$ cat config.mk
export PLATFORM = sky130hd
export DESIGN_NAME = vram_scan_arbiter
export DESIGN_NICKNAME = d
export VERILOG_FILES = /design/src/rtl/vram_scan_arbiter.sv
export SDC_FILE = /design/constraint.sdc
export NUM_CORES = 1
export LEC_CHECK = 0
export CAP_MARGIN = 20
export CORE_AREA = 5 5 62 78
export CTS_BUF_LIST = sky130_fd_sc_hd__clkbuf_4 sky130_fd_sc_hd__clkbuf_8
export DETAILED_ROUTE_END_ITERATION = 12
export DIE_AREA = 0 0 67 83
export DONT_BUFFER_PORTS = 1
export PLACE_DENSITY_LB_ADDON = 0.1
export RECOVER_POWER = 100
export SYNTH_ARGS = -nofsm -noshare
export SYNTH_HDL_FRONTEND = slang
export SYNTH_SLANG_ARGS = --single-unit
$ cat constraint.sdc
create_clock -name clk_i -period 5.5 [get_ports clk_i]
set_input_delay 0.825 -clock clk_i [delete_from_list [all_inputs] [get_ports clk_i]]
set_output_delay 0.825 -clock clk_i [all_outputs]
set_load 0.05 [all_outputs]
$ cat src/rtl/vram_scan_arbiter.sv
// Arbitrates the single-port playfield cell RAM between VGA scanout fetches and the game-logic client.
// Optional build macro VRAM_BLANK_ONLY_EN restricts CPU grants to vertical blanking.
module vram_scan_arbiter #(
  parameter int COLS      = 40,
  parameter int ROWS      = 30,
  parameter int CELL_BITS = 4,
  parameter int H_START   = 144,
  parameter int V_START   = 35,
  parameter int ADDR_W    = 11,
  parameter int DATA_W    = 2
) (
  input  logic              clk_i,
  input  logic              reset_i,
  input  logic              pix_en_i,
  input  logic [15:0]       h_value_i,
  input  logic [15:0]       v_value_i,
  input  logic              cpu_req_i,
  input  logic              cpu_we_i,
  input  logic [ADDR_W-1:0] cpu_addr_i,
  input  logic [DATA_W-1:0] cpu_wdata_i,
  output logic              cpu_ack_o,
  output logic [DATA_W-1:0] cpu_rdata_o,
  output logic              cpu_rvalid_o,
  output logic [ADDR_W-1:0] ram_addr_o,
  output logic              ram_we_o,
  output logic [DATA_W-1:0] ram_wdata_o,
  input  logic [DATA_W-1:0] ram_rdata_i,
  output logic [DATA_W-1:0] cell_type_o,
  output logic              cell_valid_o,
  output logic              underrun_o
);

  localparam int CELL_PX = 1 << CELL_BITS;
  localparam logic [15:0] SPAN    = 16'(COLS * CELL_PX);
  localparam logic [15:0] H_FETCH = 16'(H_START - CELL_PX);
  localparam logic [15:0] H_FIRST = 16'(H_START);
  localparam logic [15:0] H_END   = 16'(H_START + COLS * CELL_PX);
  localparam logic [15:0] V_FIRST = 16'(V_START);
  localparam logic [15:0] V_END   = 16'(V_START + ROWS * CELL_PX);
  localparam logic [15:0] COLS16  = 16'(COLS);

  typedef enum logic [2:0] {IDLE, DISP_ADDR, DISP_DATA, CPU_ADDR, CPU_DATA} state_e;

  state_e              state_q, state_d;
  logic [ADDR_W-1:0]   ramAddr_q, ramAddr_d;
  logic                ramWe_q, ramWe_d;
  logic [DATA_W-1:0]   ramWdata_q, ramWdata_d;
  logic [DATA_W-1:0]   cpuRdata_q;
  logic                dispPending_q;
  logic [ADDR_W-1:0]   dispAddr_q;
  logic [DATA_W-1:0]   fetchBuf_q;
  logic                fetchFull_q;
  logic [DATA_W-1:0]   cellType_q;
  logic                cellValid_q;
  logic                underrun_q;

  logic [15:0]         vOff, hFetchOff, hLoadOff;
  logic                vActive, fetchHit, loadHit, lineEnd;
  logic [ADDR_W-1:0]   fetchAddr;
  logic                cpuGrantOk;
  logic                takeDisp;

  // Offsets wrap below the window start, so a single upper-bound compare covers both edges.
  assign vOff      = v_value_i - V_FIRST;
  assign hFetchOff = h_value_i - H_FETCH;
  assign hLoadOff  = h_value_i - H_FIRST;
  assign vActive   = (v_value_i >= V_FIRST) && (v_value_i < V_END);
  assign fetchHit  = pix_en_i && vActive && (hFetchOff < SPAN) &&
                     (hFetchOff[CELL_BITS-1:0] == '0);
  assign loadHit   = pix_en_i && vActive && (hLoadOff < SPAN) &&
                     (hLoadOff[CELL_BITS-1:0] == '0);
  assign lineEnd   = pix_en_i && (!vActive || (h_value_i == H_END));
  assign fetchAddr = ADDR_W'((vOff >> CELL_BITS) * COLS16 + (hFetchOff >> CELL_BITS));

`ifdef VRAM_BLANK_ONLY_EN
  assign cpuGrantOk = !vActive;
`else
  assign cpuGrantOk = 1'b1;
`endif

  always_comb begin
    state_d    = state_q;
    ramAddr_d  = ramAddr_q;
    ramWe_d    = 1'b0;
    ramWdata_d = ramWdata_q;
    takeDisp   = 1'b0;
    case (state_q)
      IDLE: begin
        if (dispPending_q) begin
          state_d   = DISP_ADDR;
          ramAddr_d = dispAddr_q;
          takeDisp  = 1'b1;
        end else if (cpu_req_i && cpuGrantOk) begin
          state_d    = CPU_ADDR;
          ramAddr_d  = cpu_addr_i;
          ramWe_d    = cpu_we_i;
          ramWdata_d = cpu_wdata_i;
        end
      end
      DISP_ADDR: state_d = DISP_DATA;
      DISP_DATA: state_d = IDLE;
      CPU_ADDR:  state_d = ramWe_q ? IDLE : CPU_DATA;
      CPU_DATA:  state_d = IDLE;
      default:   state_d = IDLE;
    endcase
  end

  always_ff @(posedge clk_i) begin
    if (reset_i) begin
      state_q    <= IDLE;
      ramAddr_q  <= '0;
      ramWe_q    <= 1'b0;
      ramWdata_q <= '0;
      cpuRdata_q <= '0;
    end else begin
      state_q    <= state_d;
      ramAddr_q  <= ramAddr_d;
      ramWe_q    <= ramWe_d;
      ramWdata_q <= ramWdata_d;
      if (state_q == CPU_DATA) cpuRdata_q <= ram_rdata_i;
    end
  end

  // A new trigger while the previous fetch is still unserved means that cell will be lost.
  always_ff @(posedge clk_i) begin
    if (reset_i) begin
      dispPending_q <= 1'b0;
      dispAddr_q    <= '0;
      fetchBuf_q    <= '0;
      fetchFull_q   <= 1'b0;
      cellType_q    <= '0;
      cellValid_q   <= 1'b0;
      underrun_q    <= 1'b0;
    end else begin
      if (fetchHit) begin
        dispPending_q <= 1'b1;
        dispAddr_q    <= fetchAddr;
        if (dispPending_q && !takeDisp) underrun_q <= 1'b1;
      end else if (takeDisp) begin
        dispPending_q <= 1'b0;
      end

      if (state_q == DISP_DATA) begin
        fetchBuf_q  <= ram_rdata_i;
        fetchFull_q <= 1'b1;
      end else if (loadHit) begin
        fetchFull_q <= 1'b0;
      end

      if (loadHit) begin
        cellValid_q <= 1'b1;
        if (fetchFull_q) begin
          cellType_q <= fetchBuf_q;
        end else begin
          cellType_q <= '0;
          underrun_q <= 1'b1;
        end
      end else if (lineEnd) begin
        cellType_q  <= '0;
        cellValid_q <= 1'b0;
      end
    end
  end

  // Read data is forwarded straight from the RAM in its valid cycle and held afterwards.
  assign cpu_ack_o    = (state_q == CPU_ADDR);
  assign cpu_rvalid_o = (state_q == CPU_DATA);
  assign cpu_rdata_o  = cpu_rvalid_o ? ram_rdata_i : cpuRdata_q;
  assign ram_addr_o   = ramAddr_q;
  assign ram_we_o     = ramWe_q;
  assign ram_wdata_o  = ramWdata_q;
  assign cell_type_o  = cellType_q;
  assign cell_valid_o = cellValid_q;
  assign underrun_o   = underrun_q;

endmodule

==> results of run 1 <==
==> power groups by stage <==
stage / Sequential (mW) / Clock, mW / Combinational [mW]
global placement: 0.332 / 0 / 0.201
detailed placement: 0.333 / 0 / 0.207
finish: 0.326 / 0.199 / 0.206
floorplan: 0.330 / 0 / 0.181
CTS: 0.326 / 0.203 / 0.208
global route: 0.327 / 0.214 / 0.233
==> worst max-delay path by stage <==
stage | start | to | slack [ps] | cells past startpoint
6_report | v_value_i[1] | dispAddr_q[10] | 1270 | 13
5_1_grt | v_value_i[1] | dispAddr_q[10] | 900 | 13
4_1_cts | v_value_i[1] | dispAddr_q[10] | 1430 | 13
3_5_place_dp | v_value_i[1] | dispAddr_q[10] | 1150 | 13
3_3_place_gp | v_value_i[1] | dispAddr_q[10] | 1230 | 13
2_1_floorplan | v_value_i[1] | dispAddr_q[10] | 1420 | 13
==> cell type report <==
| class | count | area (um^2) | share of cell area, % |
|---|---|---|---|
| inverter | 8 | 30.0 | 1.16 |
| multi-input combinational | 221 | 1620 | 62.9 |
| tap | 56 | 70.1 | 2.72 |
| sequential | 38 | 761 | 29.5 |
| clock inverter | 1 | 5.00 | 0.194 |
| clock buffer | 7 | 90.1 | 3.49 |
==> registers in the layout (all words and copies together) (netlist names) <==
signal,cells
state_q,3
fetchFull_q,1
ram_addr_o,11
cell_valid_o,1
cpuRdata_q,2
fetchBuf_q,2
cell_type_o,2
underrun_o,1
dispAddr_q,11
ram_we_o,1
ram_wdata_o,2
dispPending_q,1
==> logic make-up (layout without fill, tap and decap cells) <==
kind of cell	Yosys count	count (layout)	synth area share, %
buffers and inverters	21	16	4.41
flip-flops	38	38	30.5
multiplexers	24	24	9.72
adder cells (fa/ha/maj)	20	20	10.6
AND/OR/NAND/NOR	102	102	21.3
AO/OA/AOI/OAI	56	56	16.2
XOR/XNOR	19	19	7.22
==> through the flow <==
step	utilization (%)	power [mW]
2_1_floorplan	-	0.511
3_3_place_gp	62.3	0.534
3_5_place_dp	62.3	0.540
4_1_cts	64.6	0.737
5_1_grt	64.5	0.774
6_report	64.5	0.731
==> routing by layer <==
| metal | global-route usage (%) | part of all wire [%] | wire [um] |
|---|---|---|---|
| met5 | 0 | 0 | 0 |
| met2 | 29.4 | 48 | 2380 |
| met4 | 6.64 | 1.6 | 80 |
| met3 | 4.59 | 7.2 | 359 |
| met1 | 23.3 | 44 | 2190 |
==> worst max-delay path: stages <==
cell and delay, ps:
a2111oi_0 850, nor2_1 190, nor2_1 160, xor2_1 220, ha_1 270, ha_1 210, fa_1 460, a21o_1 170
a21oi_1 140, xnor3_1 410, xnor2_1 210, xnor2_1 110, a211oi_2 210
==> cell usage in the layout, fill, tap and decap left out, types with 6 or more instances in the layout <==
cell	netlist	final
a211oi_1	14	14
a21oi_1	11	11
clkbuf_8	0	6
dfxtp_1	38	38
ha_1	18	18
inv_1	8	8
mux2i_1	22	22
nand2_1	15	15
nor2_1	35	35
nor2b_1	8	8
nor3_1	7	7
nor4_1	6	6
xnor2_1	10	10
xor2_1	8	8
==> flow_summary.yaml, run 1 <==
outcome:
  run_status: "finished with violations"
  violations: "capacitance limit, slew limit"
die:
  dieArea_mm2: 0.00556
  core-area_mm2: 0.00400
  die_x_um: 67
  rows: 26
  die_y_um: 83
  io_pins: 74
  initial_utilization_pct: 62.4
setup_path:
  regToRegSetupSlack_ps: 2760
  cp-start-kind: "primary input"
  worstReg2RegEnd: "cpuRdata_q[0]"
  crit_type: "primary input to flop"
  critical_path.endpoint_type: "flop"
  cp_data_arrival_time_ps: 4440
  worstReg2RegStart: "state_q[2]"
  critPathRequiredTime_ps: 5710
  r2r_cells: 3
  crit_fanout: 4
placed_design:
  port_buffers: 0
  pre_cts_slack_ps: 1150
  finalWeightedCongestion: 0.826
  place_area_mm2: 0.00249
  dpl.hpwl_mm: 3.98
  dpl.cell_count: 323
clocking:
  cts_buffers: 5
  cts_max_level: 2
  cts_post_setup_buffers_inserted: 0
  cts_tree: "yes"
  clock_sinks: 38
  post_cts_resized: 0
  clock_latency_ps: 280
  clockRootBuffer: "clkbuf_8"
  ctsHoldBuffers: 0
  clockBufferDepth: 2
  cts.clk_slew.worst_paths_ps: 70
timing:
  fmax_ghz: 0.237
  skew_ps: 3.80
  fin_ws_ps: 1270
  fin_setup_tns_ps: 0
  grt_setup_unrepaired: "no"
  slew_headroom_pct: -17.0
  tightest_slew_ps: 1750
  finalHoldViolCount: 0
  fin_crit_ps: 4230
  drv_slew: 3
  hold_ws_ps: 474
  timing.final.crit_share_pct: 76.9
  setup_viol: 0
yosys:
  syn-num-nets: 352
  yosysMostFrequentCell: "dfxtp_1"
  syn_area_mm2: 0.00250
  ys_top_cells_by_area: "dfxtp_1 (30%), ha_1 (9.0%), mux2i_1 (8.8%)"
  synthTopCellsByCount: "dfxtp_1 (38), nor2_1 (35), mux2i_1 (22), ha_1 (18), nand2_1 (15)"
  synth_flop_cell: "dfxtp_1"
  yosys_warnings: 0
  synth_area_per_cell_um2: 8.91
  ys_seq_area_share_pct: 30.5
  yosysTopAreaCellShare_pct: 30.5
  ys_types: 54
  yosys.area.top_type: "dfxtp_1"
  synth_edf_count: 0
  ys_ff_latch: 38
  ys_async_sr_fraction_pct: 0
  synthCells: 280
global_route:
  grt_pass1_wl_mm: 8.16
  antenna_found_initial: 0
  grt_usage_pct: 18.4
  grt_pass1_vias: 1799
  grt-ovfl-total: 0
  grt_start_max_net_pins: 40
drt:
  via_per_inst: 5.87
  drc_errors: 0
  ant_nets: 0
  dr.pass1.iters: 4
  drtIter0Drc: 103
  num_vias: 1944
  wire_per_inst_um: 15.1
  wl_mm: 5.01
pwr:
  leakage_nw: 1.03
  power.density_mw_per_mm2: 283
  switching_share_pct: 32.6
  ir_drop_mv: 0.107
  power.share.sequential_pct: 44.6
  power_switching_uw: 238
  p_int_uw: 493
  pwr-share-clk_pct: 27.2
  comb_power_share_pct: 28.2
min_path:
  whs_endpoint: "dispAddr_q[4]"
  hold-path-cell-count: 2
  min_from: "dispAddr_q[4]"
  hp-class: "flop to flop"
layout:
  diodes: 0
  drive_gt1_share_pct: 6.55
  nets: 346
  area_growth_pct: 3.36
  fillers: 360
  finalInstanceArea_mm2: 0.00258
  fin_cells: 331
flow_run:
  maxCapViolations: 1
Power figures use the tool's default switching activity.
==> inputs of run 2 (changes only) <==
CORE_AREA = 5 5 64 81   (was 5 5 62 78)
DIE_AREA = 0 0 69 86   (was 0 0 67 83)
clock period = 3.8 ns   (was 5.5 ns; I/O delays follow)
==> flow_summary.yaml, run 2 (synthesis gave the netlist of run 1 again) <==
clocking:
  post_cts_resized: 0
  clockRootBuffer: "clkbuf_8"
  clock_latency_ps: 280
  cts_post_setup_buffers_inserted: 0
  clockBufferDepth: 2
  cts_tree: "yes"
  clock_sinks: 38
  cts_buffers: 5
  cts_max_level: 2
  cts.clk_slew.worst_paths_ps: 70
  ctsHoldBuffers: 0
drt:
  via_per_inst: 5.89
  ant_nets: 0
  dr.pass1.iters: 4
  wire_per_inst_um: 14.9
  wl_mm: 5.02
  num_vias: 1979
  drtIter0Drc: 79
  drc_errors: 0
pwr:
  power.density_mw_per_mm2: 403
  comb_power_share_pct: 28.2
  ir_drop_mv: 0.139
  p_int_uw: 713
  pwr-share-clk_pct: 26.8
  power_switching_uw: 335
  power.share.sequential_pct: 45.0
  power_mw: 1.05
  switching_share_pct: 32.0
  leakage_nw: 1.04
timing:
  fin_crit_ps: 3410
  setup_viol: 0
  slew_headroom_pct: 41.2
  skew_ps: 4.68
  grt_setup_unrepaired: "no"
  finalHoldViolCount: 0
  timing.final.crit_share_pct: 89.9
  fin_setup_tns_ps: 0
  fmax_ghz: 0.293
  drv_slew: 0
  tightest_slew_ps: 879
  hold_ws_ps: 348
setup_path:
  crit_path_start: "v_value_i[1]"
  crit_fanout: 3
  crit_type: "primary input to flop"
  r2r_cells: 4
  regToRegSetupSlack_ps: 1720
  worstReg2RegEnd: "cpuRdata_q[1]"
  critical_path.endpoint_type: "flop"
  cp-start-kind: "primary input"
  worstReg2RegStart: "state_q[2]"
  cp_data_arrival_time_ps: 3620
  critical_path.endpoint: "dispAddr_q[10]"
  critPathRequiredTime_ps: 4010
layout:
  mostFrequentLayoutCells: "dfxtp_1 (38), nor2_1 (35), mux2i_1 (22)"
  area_growth_pct: 4.21
  drive_gt1_share_pct: 6.83
  seqCellArea_um2: 761
  finalInstanceArea_mm2: 0.00260
  fillers: 401
  multi_input_area_mm2: 0.00163
  fin_util_pct: 60.2
  final_common_cell: "dfxtp_1"
  diodes: 0
  nets: 349
placed_design:
  dpl.hpwl_mm: 3.99
  port_buffers: 0
  place_area_mm2: 0.00252
  finalWeightedCongestion: 0.869
flow_run:
  maxCapViolations: 0
global_route:
  grt_pass1_vias: 1892
  grt_usage_pct: 17.3
  grt-ovfl-total: 0
  grt_pass1_wl_mm: 8.55
  grt_start_max_net_pins: 40
  antenna_found_initial: 0
die:
  die_y_um: 86
  initial_utilization_pct: 57.7
  rows: 27
  core-area_mm2: 0.00432
  io_pins: 74
  die_x_um: 69
  dieArea_mm2: 0.00593
outcome:
  run_status: "completed"
min_path:
  hp-class: "primary input to flop"
-- run 2: final cells by class --
type	instances	share of cell area, %
inverter	8	1.15
clock inverter	1	0.192
sequential	38	29.2
clock buffer	7	3.46
multi-input combinational	221	62.6
tap	58	2.79
timing repair buffer	3	0.577
-- run 2: layer usage --
layer  GRT usage (%)  wire, um  vias to the layer above
met5               0         0                        -
met4            7.46       101                        0
met3            5.51       346                       10
met2            28.6      2380                       67
li1                -         -                     1010
met1            20.5      2190                      892
-- run 2: critical path: stages --
cell and delay, ps:
a2111oi_2 380, nor2_1 130, nor2_1 130, xor2_1 220, ha_1 270, ha_1 220
fa_1 460, a21o_1 180, a21oi_1 140, xnor3_1 410, xnor2_1 210, xnor2_1 110
a211oi_2 210
-- run 2: metrics by stage --
stage,worst slack [ps],cells
floorplan,150,280
global placement,125,328
detailed placement,63.7,328
CTS,354,336
global route,223,336
finish,385,336
-- run 2: worst min-delay path by stage --
stage                              from  slack (ps)  depth (start not counted)             end
final                           reset_i         350                          1  ram_wdata_o[0]
after global routing            reset_i         320                          1  dispAddr_q[10]
after CTS                       reset_i         330                          1  ram_wdata_o[0]
after detailed placement  dispAddr_q[4]         460                          2   dispAddr_q[4]
after global placement    dispAddr_q[4]         450                          2   dispAddr_q[4]
after floorplan           dispAddr_q[4]         440                          2   dispAddr_q[4]
-- run 2: power groups by stage --
| stage | logic [mW] | clock network (mW) | registers [mW] |
|---|---|---|---|
| after floorplan | 0.262 | 0 | 0.478 |
| after global placement | 0.292 | 0 | 0.481 |
| after detailed placement | 0.296 | 0 | 0.482 |
| after CTS | 0.298 | 0.293 | 0.472 |
| after global routing | 0.335 | 0.315 | 0.474 |
| final | 0.295 | 0.280 | 0.472 |
==> inputs of run 3 (changes only) <==
CORE_AREA = 2 2 61 78   (was 5 5 64 81)
DIE_AREA = 0 0 63 80   (was 0 0 69 86)
==> flow_summary.yaml, run 3 (synthesis gave the netlist of run 1 again) <==
outcome:
  run_status: "completed"
drt:
  dr.pass1.iters: 4
  num_vias: 1936
  wire_per_inst_um: 14.2
  wl_mm: 4.76
  ant_nets: 0
  drc_errors: 0
  via_per_inst: 5.76
  drtIter0Drc: 112
timing:
  tightest_slew_ps: 873
  timing.final.crit_share_pct: 89.8
  slew_headroom_pct: 41.6
  fin_crit_ps: 3410
  finalHoldViolCount: 0
  drv_slew: 0
  skew_ps: 5.90
  grt_setup_unrepaired: "no"
  setup_viol: 0
  fin_setup_tns_ps: 0
  fin_ws_ps: 386
  fmax_ghz: 0.293
global_route:
  grt_pass1_vias: 1817
  grt-ovfl-total: 0
  grt_usage_pct: 20.0
  grt_start_max_net_pins: 40
  grt_pass1_wl_mm: 8.07
  antenna_found_initial: 0
layout:
  nets: 349
  diodes: 0
  finalInstanceArea_mm2: 0.00262
  final_common_cell: "dfxtp_1"
  mostFrequentLayoutCells: "dfxtp_1 (38), nor2_1 (35), mux2i_1 (22)"
  drive_gt1_share_pct: 6.83
  area_growth_pct: 4.76
  fillers: 419
die:
  rows: 27
  dieArea_mm2: 0.00504
  core-area_mm2: 0.00429
  io_pins: 74
  die_x_um: 63
  initial_utilization_pct: 58.2
  die_y_um: 80
clocking:
  cts_max_level: 2
  clockRootBuffer: "clkbuf_8"
  cts_post_setup_buffers_inserted: 0
  cts.clk_slew.worst_paths_ps: 70
  clockBufferDepth: 2
  clock_sinks: 38
  cts_buffers: 5
  cts_tree: "yes"
  post_cts_resized: 0
  clock_latency_ps: 280
  ctsHoldBuffers: 0
setup_path:
  cp-start-kind: "primary input"
  crit_type: "primary input to flop"
  crit_fanout: 3
  critical_path.endpoint_type: "flop"
  cp_data_arrival_time_ps: 3620
  critPathRequiredTime_ps: 4010
  r2r_cells: 4
placed_design:
  finalWeightedCongestion: 0.783
  dpl.hpwl_mm: 3.76
  port_buffers: 0
  pre_cts_slack_ps: 52.3
  place_area_mm2: 0.00252
min_path:
  hold-path-cell-count: 1
  hp-class: "primary input to flop"
pwr:
  power.density_mw_per_mm2: 419
  power_mw: 1.10
  ir_drop_mv: 0.171
  leakage_nw: 1.05
flow_run:
  maxCapViolations: 0
run 3: cell count changes in the layout (fill, tap and decap cells not counted):
cell	delta
bufinv_16	+1
clkinv_2	+1
clkbuf_8	-1
clkbuf_4	-1
run 3: critical path: stages:
cell	delay, ps
a2111oi_2	390
nor2_1	140
nor2_1	130
xor2_1	220
ha_1	270
ha_1	210
fa_1	450
a21o_1	170
a21oi_1	140
xnor3_1	410
xnor2_1	210
xnor2_1	110
a211oi_2	210
run 3: worst paths after layout:
path            startpoint              to  slack, ps
max           v_value_i[1]  dispAddr_q[10]        390
min                reset_i   dispAddr_q[4]        340
max reg2reg     state_q[2]   cpuRdata_q[0]       1720
min reg2reg  dispAddr_q[4]   dispAddr_q[4]        460
run 3: layout make-up:
class                           count  area (um^2)  share of cell area (%)
Tap cell                           58         72.6                    2.78
Clock buffer                        5         68.8                    2.63
Inverter                            8         30.0                    1.15
Sequential cell                    38          761                    29.1
Multi-Input combinational cell    221         1630                    62.2
Clock inverter                      3         40.0                    1.53
Timing Repair Buffer                3         15.0                   0.574
run 3: through the flow:
stage,hold slack (ps),utilization (%),cells
2_1_floorplan,440,-,280
3_3_place_gp,448,58.8,328
3_5_place_dp,455,58.8,328
4_1_cts,328,61.3,336
5_1_grt,335,61.0,336
6_report,337,61.0,336
run 3: layer usage:
metal | part of all wire [%] | global-route usage, %
met5 | 0 | 0
met4 | 1.5 | 8.00
met3 | 6.1 | 3.53
met2 | 48 | 34.4
met1 | 44 | 24.7
run 3: where the power goes:
group	leakage [nW]	switching [mW]	internal, mW
Clock	0.0579	0.136	0.193
Sequential	0.310	0.0560	0.415
Combinational	0.678	0.152	0.145
